$ cat config.mk
export PLATFORM = sky130hd
export DESIGN_NAME = ace_snoop_initiator
export DESIGN_NICKNAME = d
export VERILOG_FILES = /design/src/rtl/ace_snoop_initiator.sv
export SDC_FILE = /design/constraint.sdc
export NUM_CORES = 1
export LEC_CHECK = 0
export CELL_PAD_IN_SITES_DETAIL_PLACEMENT = 1
export CELL_PAD_IN_SITES_GLOBAL_PLACEMENT = 1
export CORE_AREA = 2 2 322 324
export CTS_CLUSTER_DIAMETER = 40
export DETAILED_ROUTE_END_ITERATION = 6
export DIE_AREA = 0 0 324 326
export PLACE_DENSITY = 0.68
export SETUP_SLACK_MARGIN = 0.02
export SLEW_MARGIN = 20
export SYNTH_ARGS = -nofsm -noshare
export SYNTH_HDL_FRONTEND = slang
export SYNTH_SLANG_ARGS = --single-unit
$ cat constraint.sdc
create_clock -name ace_aclk -period 7.8 [get_ports ace_aclk]
set_input_delay 1.17 -clock ace_aclk [delete_from_list [all_inputs] [get_ports ace_aclk]]
set_output_delay 1.17 -clock ace_aclk [all_outputs]
set_load 0.1 [all_outputs]
$ cat src/rtl/ace_snoop_initiator.sv
// ACE snoop initiator: issues one AC snoop, collects the CR response and an optional CD line,
// and reports the response, the AC-to-CR latency and timeout/protocol error flags.
module ace_snoop_initiator #(
    parameter int C_ACE_DATA_WIDTH = 128,
    parameter int C_ACE_ADDR_WIDTH = 44,
    parameter int C_LINE_BEATS     = 4,
    parameter int C_CNT_WIDTH      = 32
) (
    input  logic                                       ace_aclk,
    input  logic                                       ace_areset,
    input  logic                                       i_start,
    input  logic [C_ACE_ADDR_WIDTH-1:0]                i_acaddr,
    input  logic [3:0]                                 i_acsnoop,
    input  logic [C_CNT_WIDTH-1:0]                     i_timeout_reg,
    output logic                                       o_acvalid,
    output logic [C_ACE_ADDR_WIDTH-1:0]                o_acaddr,
    output logic [3:0]                                 o_acsnoop,
    output logic [2:0]                                 o_acprot,
    input  logic                                       i_acready,
    input  logic                                       i_crvalid,
    input  logic [4:0]                                 i_crresp,
    output logic                                       o_crready,
    input  logic                                       i_cdvalid,
    input  logic [C_ACE_DATA_WIDTH-1:0]                i_cddata,
    input  logic                                       i_cdlast,
    output logic                                       o_cdready,
    output logic                                       o_busy,
    output logic                                       o_done,
    output logic [4:0]                                 o_crresp,
    output logic [C_ACE_DATA_WIDTH*C_LINE_BEATS-1:0]   o_line_data,
    output logic [$clog2(C_LINE_BEATS):0]              o_beats,
    output logic [C_CNT_WIDTH-1:0]                     o_latency,
    output logic [2:0]                                 o_error
);

    localparam int C_BEAT_W = $clog2(C_LINE_BEATS) + 1;
    localparam logic [C_BEAT_W-1:0] C_LAST_SLOT = C_BEAT_W'(C_LINE_BEATS - 1);

    typedef enum logic [2:0] {
        S_IDLE,
        S_AC_REQ,
        S_CR_WAIT,
        S_CD_WAIT,
        S_DONE
    } state_t;

    state_t r_state;
    state_t w_next;

    logic                                     r_acValid;
    logic                                     r_crReady;
    logic                                     r_cdReady;
    logic                                     r_busy;
    logic                                     r_done;
    logic [C_ACE_ADDR_WIDTH-1:0]              r_acAddr;
    logic [3:0]                               r_acSnoop;
    logic [4:0]                               r_crResp;
    logic [C_ACE_DATA_WIDTH*C_LINE_BEATS-1:0] r_lineData;
    logic [C_BEAT_W-1:0]                      r_beats;
    logic [C_CNT_WIDTH-1:0]                   r_latency;
    logic [2:0]                               r_error;
    logic [C_CNT_WIDTH-1:0]                   r_toCnt;

    logic w_acHs;
    logic w_crHs;
    logic w_cdHs;
    logic w_lastSlot;
    logic w_toHit;

    assign w_acHs     = (r_state == S_AC_REQ)  && i_acready;
    assign w_crHs     = (r_state == S_CR_WAIT) && i_crvalid;
    assign w_cdHs     = (r_state == S_CD_WAIT) && i_cdvalid;
    assign w_lastSlot = (r_beats == C_LAST_SLOT);
    // Timeout fires in the cycle whose count would reach the programmed limit.
    assign w_toHit    = (i_timeout_reg != '0) &&
                        ((r_toCnt + C_CNT_WIDTH'(1)) >= i_timeout_reg);

    always_ff @(posedge ace_aclk) begin
        if (ace_areset) begin
            r_state <= S_IDLE;
        end else begin
            r_state <= w_next;
        end
    end

    always_comb begin
        w_next = r_state;
        case (r_state)
            S_IDLE: begin
                if (i_start) begin
                    w_next = S_AC_REQ;
                end
            end
            S_AC_REQ: begin
                if (w_acHs) begin
                    w_next = S_CR_WAIT;
                end
            end
            S_CR_WAIT: begin
                if (w_crHs) begin
                    w_next = i_crresp[0] ? S_CD_WAIT : S_DONE;
                end else if (w_toHit) begin
                    w_next = S_DONE;
                end
            end
            S_CD_WAIT: begin
                if (w_cdHs) begin
                    if (i_cdlast || w_lastSlot) begin
                        w_next = S_DONE;
                    end
                end else if (w_toHit) begin
                    w_next = S_DONE;
                end
            end
            S_DONE: begin
                w_next = S_IDLE;
            end
            default: begin
                w_next = S_IDLE;
            end
        endcase
    end

    // Handshake outputs are registered from the next state so they line up with the state.
    always_ff @(posedge ace_aclk) begin
        if (ace_areset) begin
            r_acValid  <= 1'b0;
            r_crReady  <= 1'b0;
            r_cdReady  <= 1'b0;
            r_busy     <= 1'b0;
            r_done     <= 1'b0;
            r_acAddr   <= '0;
            r_acSnoop  <= '0;
            r_crResp   <= '0;
            r_lineData <= '0;
            r_beats    <= '0;
            r_latency  <= '0;
            r_error    <= '0;
            r_toCnt    <= '0;
        end else begin
            r_acValid <= (w_next == S_AC_REQ);
            r_crReady <= (w_next == S_CR_WAIT);
            r_cdReady <= (w_next == S_CD_WAIT);
            r_busy    <= (w_next != S_IDLE);
            r_done    <= (w_next == S_DONE);

            case (r_state)
                S_IDLE: begin
                    if (i_start) begin
                        r_acAddr   <= i_acaddr;
                        r_acSnoop  <= i_acsnoop;
                        r_error    <= '0;
                        r_beats    <= '0;
                        r_lineData <= '0;
                        r_latency  <= '0;
                    end
                end
                S_AC_REQ: begin
                    r_toCnt <= '0;
                    if (r_latency != '1) begin
                        r_latency <= r_latency + C_CNT_WIDTH'(1);
                    end
                end
                S_CR_WAIT: begin
                    if (r_latency != '1) begin
                        r_latency <= r_latency + C_CNT_WIDTH'(1);
                    end
                    if (r_toCnt != '1) begin
                        r_toCnt <= r_toCnt + C_CNT_WIDTH'(1);
                    end
                    if (w_crHs) begin
                        r_crResp <= i_crresp;
                    end else if (w_toHit) begin
                        r_error[0] <= 1'b1;
                    end
                end
                S_CD_WAIT: begin
                    if (r_toCnt != '1) begin
                        r_toCnt <= r_toCnt + C_CNT_WIDTH'(1);
                    end
                    if (w_cdHs) begin
                        for (int k = 0; k < C_LINE_BEATS; k++) begin
                            if (r_beats == C_BEAT_W'(k)) begin
                                r_lineData[k*C_ACE_DATA_WIDTH +: C_ACE_DATA_WIDTH] <= i_cddata;
                            end
                        end
                        r_beats <= r_beats + C_BEAT_W'(1);
                        if (i_cdlast && !w_lastSlot) begin
                            r_error[1] <= 1'b1;
                        end
                        if (!i_cdlast && w_lastSlot) begin
                            r_error[2] <= 1'b1;
                        end
                    end else if (w_toHit) begin
                        r_error[0] <= 1'b1;
                    end
                end
                default: begin
                end
            endcase
        end
    end

    assign o_acvalid   = r_acValid;
    assign o_acaddr    = r_acAddr;
    assign o_acsnoop   = r_acSnoop;
    assign o_acprot    = 3'b000;
    assign o_crready   = r_crReady;
    assign o_cdready   = r_cdReady;
    assign o_busy      = r_busy;
    assign o_done      = r_done;
    assign o_crresp    = r_crResp;
    assign o_line_data = r_lineData;
    assign o_beats     = r_beats;
    assign o_latency   = r_latency;
    assign o_error     = r_error;

endmodule

======== Word-level counts from Yosys, hierarchy flattened ========
Index checks and enable logic that the tools add are counted.
word-level totals
  register bits ........................... 643
  output and inout port bits .............. 611
  logic and storage cells ................. 109
cells by class
  add/sub/neg operators ................... 3
  $lt $le $gt $ge ......................... 1
  equality and inequality tests ........... 24
  muxes and demuxes ....................... 31
  reduce and logical (&&, ||, !) cells .... 31
operators with widths
  operator                                       number
  2-to-1 mux 512 bit                             2
  one-hot mux 512 bit (2 select lines)           1
  2-to-1 mux 128 bit                             4
  one-hot mux 32 bit (2 select lines)            2
  2-to-1 mux 32 bit                              3
  adder 32 x 1 -> 32 bit, second input constant  2
  != test 32 bit, second input constant          2
  greater-or-equal comparator 32 bit             1
  nonzero test 32 bit                            1
  AND reduction 4 bit                            7
  2-to-1 mux 3 bit                               9
  == test 3 x 2 -> 1 bit, second input constant  6
  != test 2 x 1 -> 1 bit, second input constant  7
  one-hot mux 3 bit (4 select lines)             1
  != test 2 bit, second input constant           5
  == test 3 x 1 -> 1 bit, second input constant  3
  logical AND 1 bit                              6
  logical NOT 3 bit                              2
  one-hot mux 3 bit (2 select lines)             1
  AND reduction 2 bit                            3
  AND reduction 3 bit                            2
  nonzero test 2 bit                             3
  nonzero test 3 bit                             2
  2-to-1 mux 1 bit                               5
  8 further kinds                                10

======== Longest topological paths before layout ========
Gate-level depths: netlist of the first run.
  depth in word-level cells ............... 7
  gate-level depth with buffers ........... 13
  mapped depth without buffers ............ 13

======== Worst setup path before layout of the first run ========
No wires, ideal clock.
  path type ............................... reg2reg
  start point ............................. register r_toCnt[0]
  end point ............................... register r_busy, in the netlist o_busy
  setup time .............................. 95 ps
  arrival time ............................ 3537 ps
  setup slack ............................. 4168 ps
  stages on the path, launching flop included .. 13
  cells stage by stage .................... dfxtp_1 > ha_1 > nand4_1 > or4_4 > nor3_2 > nand3_1 > xnor2_1 > ha_1 > nand4_1 > or4_1 > a311oi_1 > nor4_1 > o311ai_1
on the way
  longest elaborated chain between the ends .. 7
  elaborated cells on any way between the ends .. 8
ends and longest elaborated chain
  element                               RTL line  text
  start, declared                       62        logic [C_CNT_WIDTH-1:0] r_toCnt;
  start signal, assigned                169       r_toCnt <= r_toCnt + C_CNT_WIDTH'(1);
  start signal, assigned                179       r_toCnt <= r_toCnt + C_CNT_WIDTH'(1);
  adder 32 x 1 -> 32 bit *              76        ((r_toCnt + C_CNT_WIDTH'(1)) >= i_timeout_reg);
  greater-or-equal comparator 32 bit *  76
  logical AND 1 bit *                   75        assign w_toHit = (i_timeout_reg != '0) &&
  2-to-1 mux 3 bit *                    102, 111
  2-to-1 mux 3 bit (on tied branches)   107, 100
  one-hot mux 3 bit (4 select lines) *  88        case (r_state)
  nonzero test 3 bit *                  144       r_busy <= (w_next != S_IDLE);
  end signal, assigned                  144
  end, declared                         53        logic r_busy;
Every way passes the cells marked *; elsewhere a longest branch is shown, timed or not.
A chain may end at the register's enable or synchronous reset.

======== Worst setup path in the final report of the first run ========
Ends and elaborated chain as after synthesis.

==> metrics.yaml, run 1 <==
sta:
  finalClockSkew_ns: 0.0295
  slew_violations: 0
  rsz0062_at_grt: "false"
  max_freq_mhz: 233
  slew_headroom_pct: 20.3
  tightest_slew_ns: 1.19
  hold_ws_ns: 0.446
  min_period_ns: 4.29
  final.period_utilization_pct: 55.0
  setup_viol: 0
  fin_setup_tns_ns: 0
  hold_viol_final: 0
logic_synthesis:
  synth_cell_types: 64
  synth_area_per_cell_um2: 8.79
  synthTopCellsByCount: "dfxtp_1 (643), nor2_1 (454), a22oi_1 (391), nand2_1 (282), a21oi_1 (227)"
  synth_cells: 2746
  synth_top_area_cell: "dfxtp_1"
  syn_area_mm2: 0.0241
  netlist_top_cells_area: "dfxtp_1 (53%), a22oi_1 (12%), nor2_1 (7.1%)"
  yosysMostFrequentCell: "dfxtp_1"
  synth_flop_cell: "dfxtp_1"
  ys_ff_latch: 643
  ys_warn_count: 0
  async_flop_share_pct: 0
  yosysTopAreaCellShare_pct: 53.3
  synth_edf_count: 0
  yosysSeqAreaShare_pct: 53.3
power_and_ir_drop:
  p_seq_share_pct: 34.6
  leakage_nw: 13.0
  power_frac_clock_pct: 54.0
  vdd_drop_max_uv: 176
  p_sw_mw: 2.69
  p_total_mw: 9.68
  power_density_mw_per_mm2: 258
  p_int_mw: 6.99
  swShare_pct: 27.8
  pwr-share-comb_pct: 11.4
clock_tree:
  cts_tree: "yes"
  cts.hold.buffers_added: 0
  clk_pin_slew_ns: 0.05
  clk_latency_ns: 0.67
  post-cts-setup-buffers: 0
  cts_buffers: 113
  postCtsResizedCells: 0
  cts-htree-levels: 3
  cts_max_path_buffers: 3
  clockRootBuffer: "clkbuf_16"
  clkSinkCount: 643
critical_path:
  critPathMaxStageDelay_ns: 0.54
  arrival_ns: 4.81
  crit_path_start_kind: "flop"
  reg2reg_setup_slack_ns: 3.51
  cp_top_family: "simple AND/OR/NAND/NOR gates"
  crit_buf_inv: 0
  cpMaxStageDelayCell: "or4_4"
  worst-setup-path-type: "reg -> reg"
  cp_max_fo: 6
  cp_common_cell: "ha_1"
  cp_cell_sequence: "ha_1 -> nand4_1 -> or4_4 -> nor3_2 -> nand3_1 -> xnor2_1 -> ha_1 -> a21oi_1 -> nand2_1 -> a221oi_1 -> a31oi_1 -> nor4_1 -> o311ai_1"
  crit_required_ns: 8.31
  endpoint_kind: "flop"
finish:
  utilization_pct: 36.6
  drive_gt1_share_pct: 7.12
  syn_to_final_growth_pct: 55.6
  nNetsFinal: 3733
  fillers: 11700
floorplan:
  core_mm2: 0.103
  ioPinCount: 831
  initial_core_util_pct: 23.5
  dieArea_mm2: 0.106
  die_h_um: 326
  die_w_um: 324
  rows: 118
place:
  hpwl_mm: 74.0
  gp_congestion: 0.838
  portBuffers: 827
global_route:
  antenna_found_initial: 8
  grt_use_met1_pct: 22.6
  busiest_layer: "met2"
  overflow: 0
  grt_max_degree: 184
  grt_usage_pct: 19.8
  grtUsageMet2_pct: 33.7
  grt_pass1_wl_mm: 160
  grt_pass1_vias: 24500
  grt_use_met3_pct: 6.20
detailed_routing:
  wl_per_cell_um: 22.1
  antenna_left: 0
  via_per_inst: 4.88
  drt_iter0_drc: 1553
  firstDrtPassIters: 5
  drt-total-wl_mm: 109
  drc_errors: 0
  num_vias: 24100
outcome:
  outcome: "completed"
job:
  timing.max_cap.violations: 0
worst_hold_path:
  hp-class: "reg -> reg"
## power by group through the flow
stage / registers, mW / clock network, mW / logic [mW]
floorplan: 3.68 / 0 / 0.386
finish: 3.35 / 5.23 / 1.10
global placement: 3.42 / 0 / 1.10
CTS: 3.35 / 5.34 / 1.11
detailed placement: 3.42 / 0 / 1.10
global route: 3.35 / 5.49 / 1.16
## logic make-up (layout without fill, tap and decap cells)
logic type	count (synthesis)	after routing	share of synthesized area (%)
other	1	5	0.0155
AND/OR/NAND/NOR	1018	1018	18.2
buffers and inverters	283	1103	4.67
flip-flops	643	643	53.3
XOR/XNOR	53	53	1.92
multiplexers	8	8	0.337
AO/OA/AOI/OAI	701	701	19.5
adder cells (fa/ha/maj)	39	39	2.02
## registers in the layout (all words and copies together) (netlist names)
| signal | cells |
|---|---|
| o_done | 1 |
| r_state | 3 |
| o_error | 3 |
| o_cdready | 1 |
| o_line_data | 512 |
| r_toCnt | 32 |
| o_latency | 32 |
| o_acaddr | 44 |
| o_crresp | 5 |
| o_busy | 1 |
| o_acvalid | 1 |
| o_acsnoop | 4 |
| o_crready | 1 |
| o_beats | 3 |
## cells in the final DEF (no fill, tap or decap), types with 15 or more instances in the layout
| cell type | n |
|---|---|
| buf_4 | 15 |
| ha_1 | 39 |
| nor3_1 | 25 |
| nor2_1 | 454 |
| nand4_1 | 24 |
| clkdlybuf4s50_1 | 823 |
| clkbuf_16 | 115 |
| xor2_1 | 27 |
| a21oi_1 | 227 |
| o21ai_0 | 24 |
| bufinv_16 | 18 |
| nand2_1 | 278 |
| inv_1 | 48 |
| dfxtp_1 | 643 |
| nand3_1 | 153 |
| xnor2_1 | 26 |
| a22oi_1 | 391 |
## cell type report
type	count	area [µm²]	share of cell area (%)
clock buffers	140	3110	8.29
inverters	48	180	0.480
flip-flops and latches	643	12900	34.3
diodes	2	5.00	0.0133
well taps	1380	1730	4.60
clock inverters	69	920	2.45
multi-input cells	1822	10200	27.3
repair buffers	846	8510	22.6
## metal layers
layer,vias up,share of wire (%)
met1,12000,39
met2,786,49
met4,6,4.0
li1,11100,-
met5,-,0.037
met3,205,7.8
## worst register-to-register path: stages (launching register included)
cell and delay (ns):
dfxtp_1 0.41, ha_1 0.28, nand4_1 0.28, or4_4 0.54
nor3_2 0.38, nand3_1 0.20, xnor2_1 0.17, ha_1 0.32
a21oi_1 0.16, nand2_1 0.07, a221oi_1 0.46, a31oi_1 0.22
nor4_1 0.50, o311ai_1 0.15
## through the flow
stage	instance area (µm²)	setup slack (ns)	instances
floorplan	24200	4.17	2748
global placement	33500	3.14	4739
CTS	37600	3.50	4948
finish	37600	3.51	4950
global route	37600	3.12	4950
detailed placement	33500	3.03	4739
## worst paths after layout
path / start / endpoint / cells past startpoint
hold reg to reg: o_line_data[406] / o_line_data[406] / 2
hold / removal: o_line_data[406] / o_line_data[406] / 2
setup / recovery: r_toCnt[0] / o_busy / 13
setup reg to reg: r_toCnt[0] / o_busy / 13
Power figures use the tool's default switching activity.
==> run 2, diff against run 1 <==
--- a/config.mk
+++ b/config.mk
@@ -7,11 +7,11 @@
 export LEC_CHECK = 0
 export CELL_PAD_IN_SITES_DETAIL_PLACEMENT = 1
 export CELL_PAD_IN_SITES_GLOBAL_PLACEMENT = 1
-export CORE_AREA = 2 2 322 324
+export CORE_AREA = 2 2 323 325
 export CTS_CLUSTER_DIAMETER = 40
 export DETAILED_ROUTE_END_ITERATION = 6
-export DIE_AREA = 0 0 324 326
-export PLACE_DENSITY = 0.68
+export DIE_AREA = 0 0 325 327
+export PLACE_DENSITY = 0.69
 export SETUP_SLACK_MARGIN = 0.02
 export SLEW_MARGIN = 20
 export SYNTH_ARGS = -nofsm -noshare
==> constraint.sdc (replaced) <==
create_clock -name ace_aclk -period 3.8 [get_ports ace_aclk]
set_input_delay 0.57 -clock ace_aclk [delete_from_list [all_inputs] [get_ports ace_aclk]]
set_output_delay 0.57 -clock ace_aclk [all_outputs]
set_load 0.1 [all_outputs]
==> metrics.yaml, run 2 (synthesis gave the netlist of run 1 again) <==
clock_tree:
  clk_pin_slew_ns: 0.05
  cts_buffers: 111
  cts_tree: "yes"
  cts.hold.buffers_added: 0
  clk_latency_ns: 0.69
  clockRootBuffer: "clkbuf_16"
  cts_max_path_buffers: 3
  cts-htree-levels: 3
  clkSinkCount: 643
outcome:
  outcome: "completed"
power_and_ir_drop:
  leakage_nw: 13.3
  vdd_drop_max_uv: 390
  p_total_mw: 19.7
  power_density_mw_per_mm2: 517
finish:
  nNetsFinal: 3791
  fin_cells: 5012
  largest_reg_flops: 512
  final_common_cell: "clkdlybuf4s50_1"
  final_cell_mix: "clkdlybuf4s50_1 (825), dfxtp_1 (639), nor2_1 (454), a22oi_1 (391), nand2_1 (277)"
  drive_gt1_share_pct: 8.80
  syn_to_final_growth_pct: 57.8
critical_path:
  crit_required_ns: 4.36
  cp_cell_sequence: "nand4_1 -> buf_4 -> nor2_1 -> nand3_2 -> or4_4 -> xnor2_1 -> ha_1 -> nand4_1 -> or4_4 -> a311oi_4 -> buf_4 -> nor3_1 -> o21ba_1"
  worstSetupStartpoint: "r_toCnt[12]"
  rr_startpoint: "r_toCnt[12]"
  cp_top_family: "simple AND/OR/NAND/NOR gates"
  crit_buf_inv: 2
  cpMaxStageDelayCell: "or4_4"
  crit_path_start_kind: "flop"
  arrival_ns: 4.20
  endpoint_kind: "flop"
  critPathMaxStageDelay_ns: 0.60
  worst-setup-path-type: "reg -> reg"
  cp_max_fo: 6
floorplan:
  ioPinCount: 831
  initial_core_util_pct: 23.5
  die_h_um: 327
  rows: 118
  die_w_um: 325
  core_mm2: 0.103
  dieArea_mm2: 0.106
job:
  timing.max_cap.violations: 0
sta:
  slew_violations: 0
  rsz0062_at_grt: "true"
  slew_headroom_pct: 23.3
  hold_viol_final: 0
  finalClockSkew_ns: 0.0371
  min_period_ns: 3.65
  setup_viol: 0
  max_freq_mhz: 274
  final.period_utilization_pct: 95.9
  tightest_slew_ns: 1.15
place:
  hpwl_mm: 77.9
  portBuffers: 827
  dp_cells: 4797
  gp_congestion: 0.858
detailed_routing:
  drt_iter0_drc: 1296
  wl_per_cell_um: 22.5
  firstDrtPassIters: 5
  antenna_left: 0
  drc_errors: 0
  drt-total-wl_mm: 113
  via_per_inst: 4.88
  num_vias: 24500
global_route:
  grt_pass1_vias: 24900
  overflow: 0
  grt_max_degree: 186
  grt_pass1_wl_mm: 165
  antenna_found_initial: 8
  grt_usage_pct: 20.2
worst_hold_path:
  min_from: "ace_areset"
  hp-class: "in -> reg"
## run 2: timing repair
action / in CTS / in global routing
pin swaps: 0 / 6
buffers inserted: 0 / 2
cloned: 0 / 0
gates resized for setup: 4 / 10
endpoints found under the setup margin: 4 / 9
## run 2: power breakdown
| group | leakage (nW) | internal [mW] | switching (mW) |
|---|---|---|---|
| Sequential | 5.19 | 6.83 | 0.0480 |
| Clock | 1.88 | 6.68 | 3.71 |
| Combinational | 6.22 | 0.588 | 1.85 |
## run 2: final cells by class
type                            instances  area (µm²)
Multi-Input combinational cell       1822       10300
Clock inverter                         64         817
Clock buffer                          142        3080
Tap cell                             1380        1730
Timing Repair Buffer                  906        9120
Inverter                               48         180
Fill cell                           11800       64800
Sequential cell                       643       12900
Antenna cell                            7        17.5
## run 2: final timing paths
kind | slack, ns | endpoint | cells after the start
max | 0.15 | o_cdready | 13
min | 0.39 | o_line_data[146] | 2
max reg2reg | 0.15 | o_cdready | 13
min reg2reg | 0.45 | o_line_data[496] | 2
## run 2: per-stage QoR
step	area, µm²	util (%)	TNS (ns)	hold WS [ns]	setup WS, ns
2_1_floorplan	24200	-	0	0.457	0.168
3_3_place_gp	34100	33.2	0	0.437	0.0147
3_5_place_dp	34100	33.2	-0.0773	0.444	-0.0695
4_1_cts	38000	37.0	0	0.367	0.0209
5_1_grt	38100	37.0	-0.0156	0.386	-0.0156
6_report	38100	37.0	0	0.390	0.155
## run 2: layer usage
metal / GRT usage (%) / wire length, µm
met5: 0 / 13
met1: 23.3 / 44800
met2: 34.6 / 55200
met4: 8.96 / 4500
met3: 5.83 / 8110
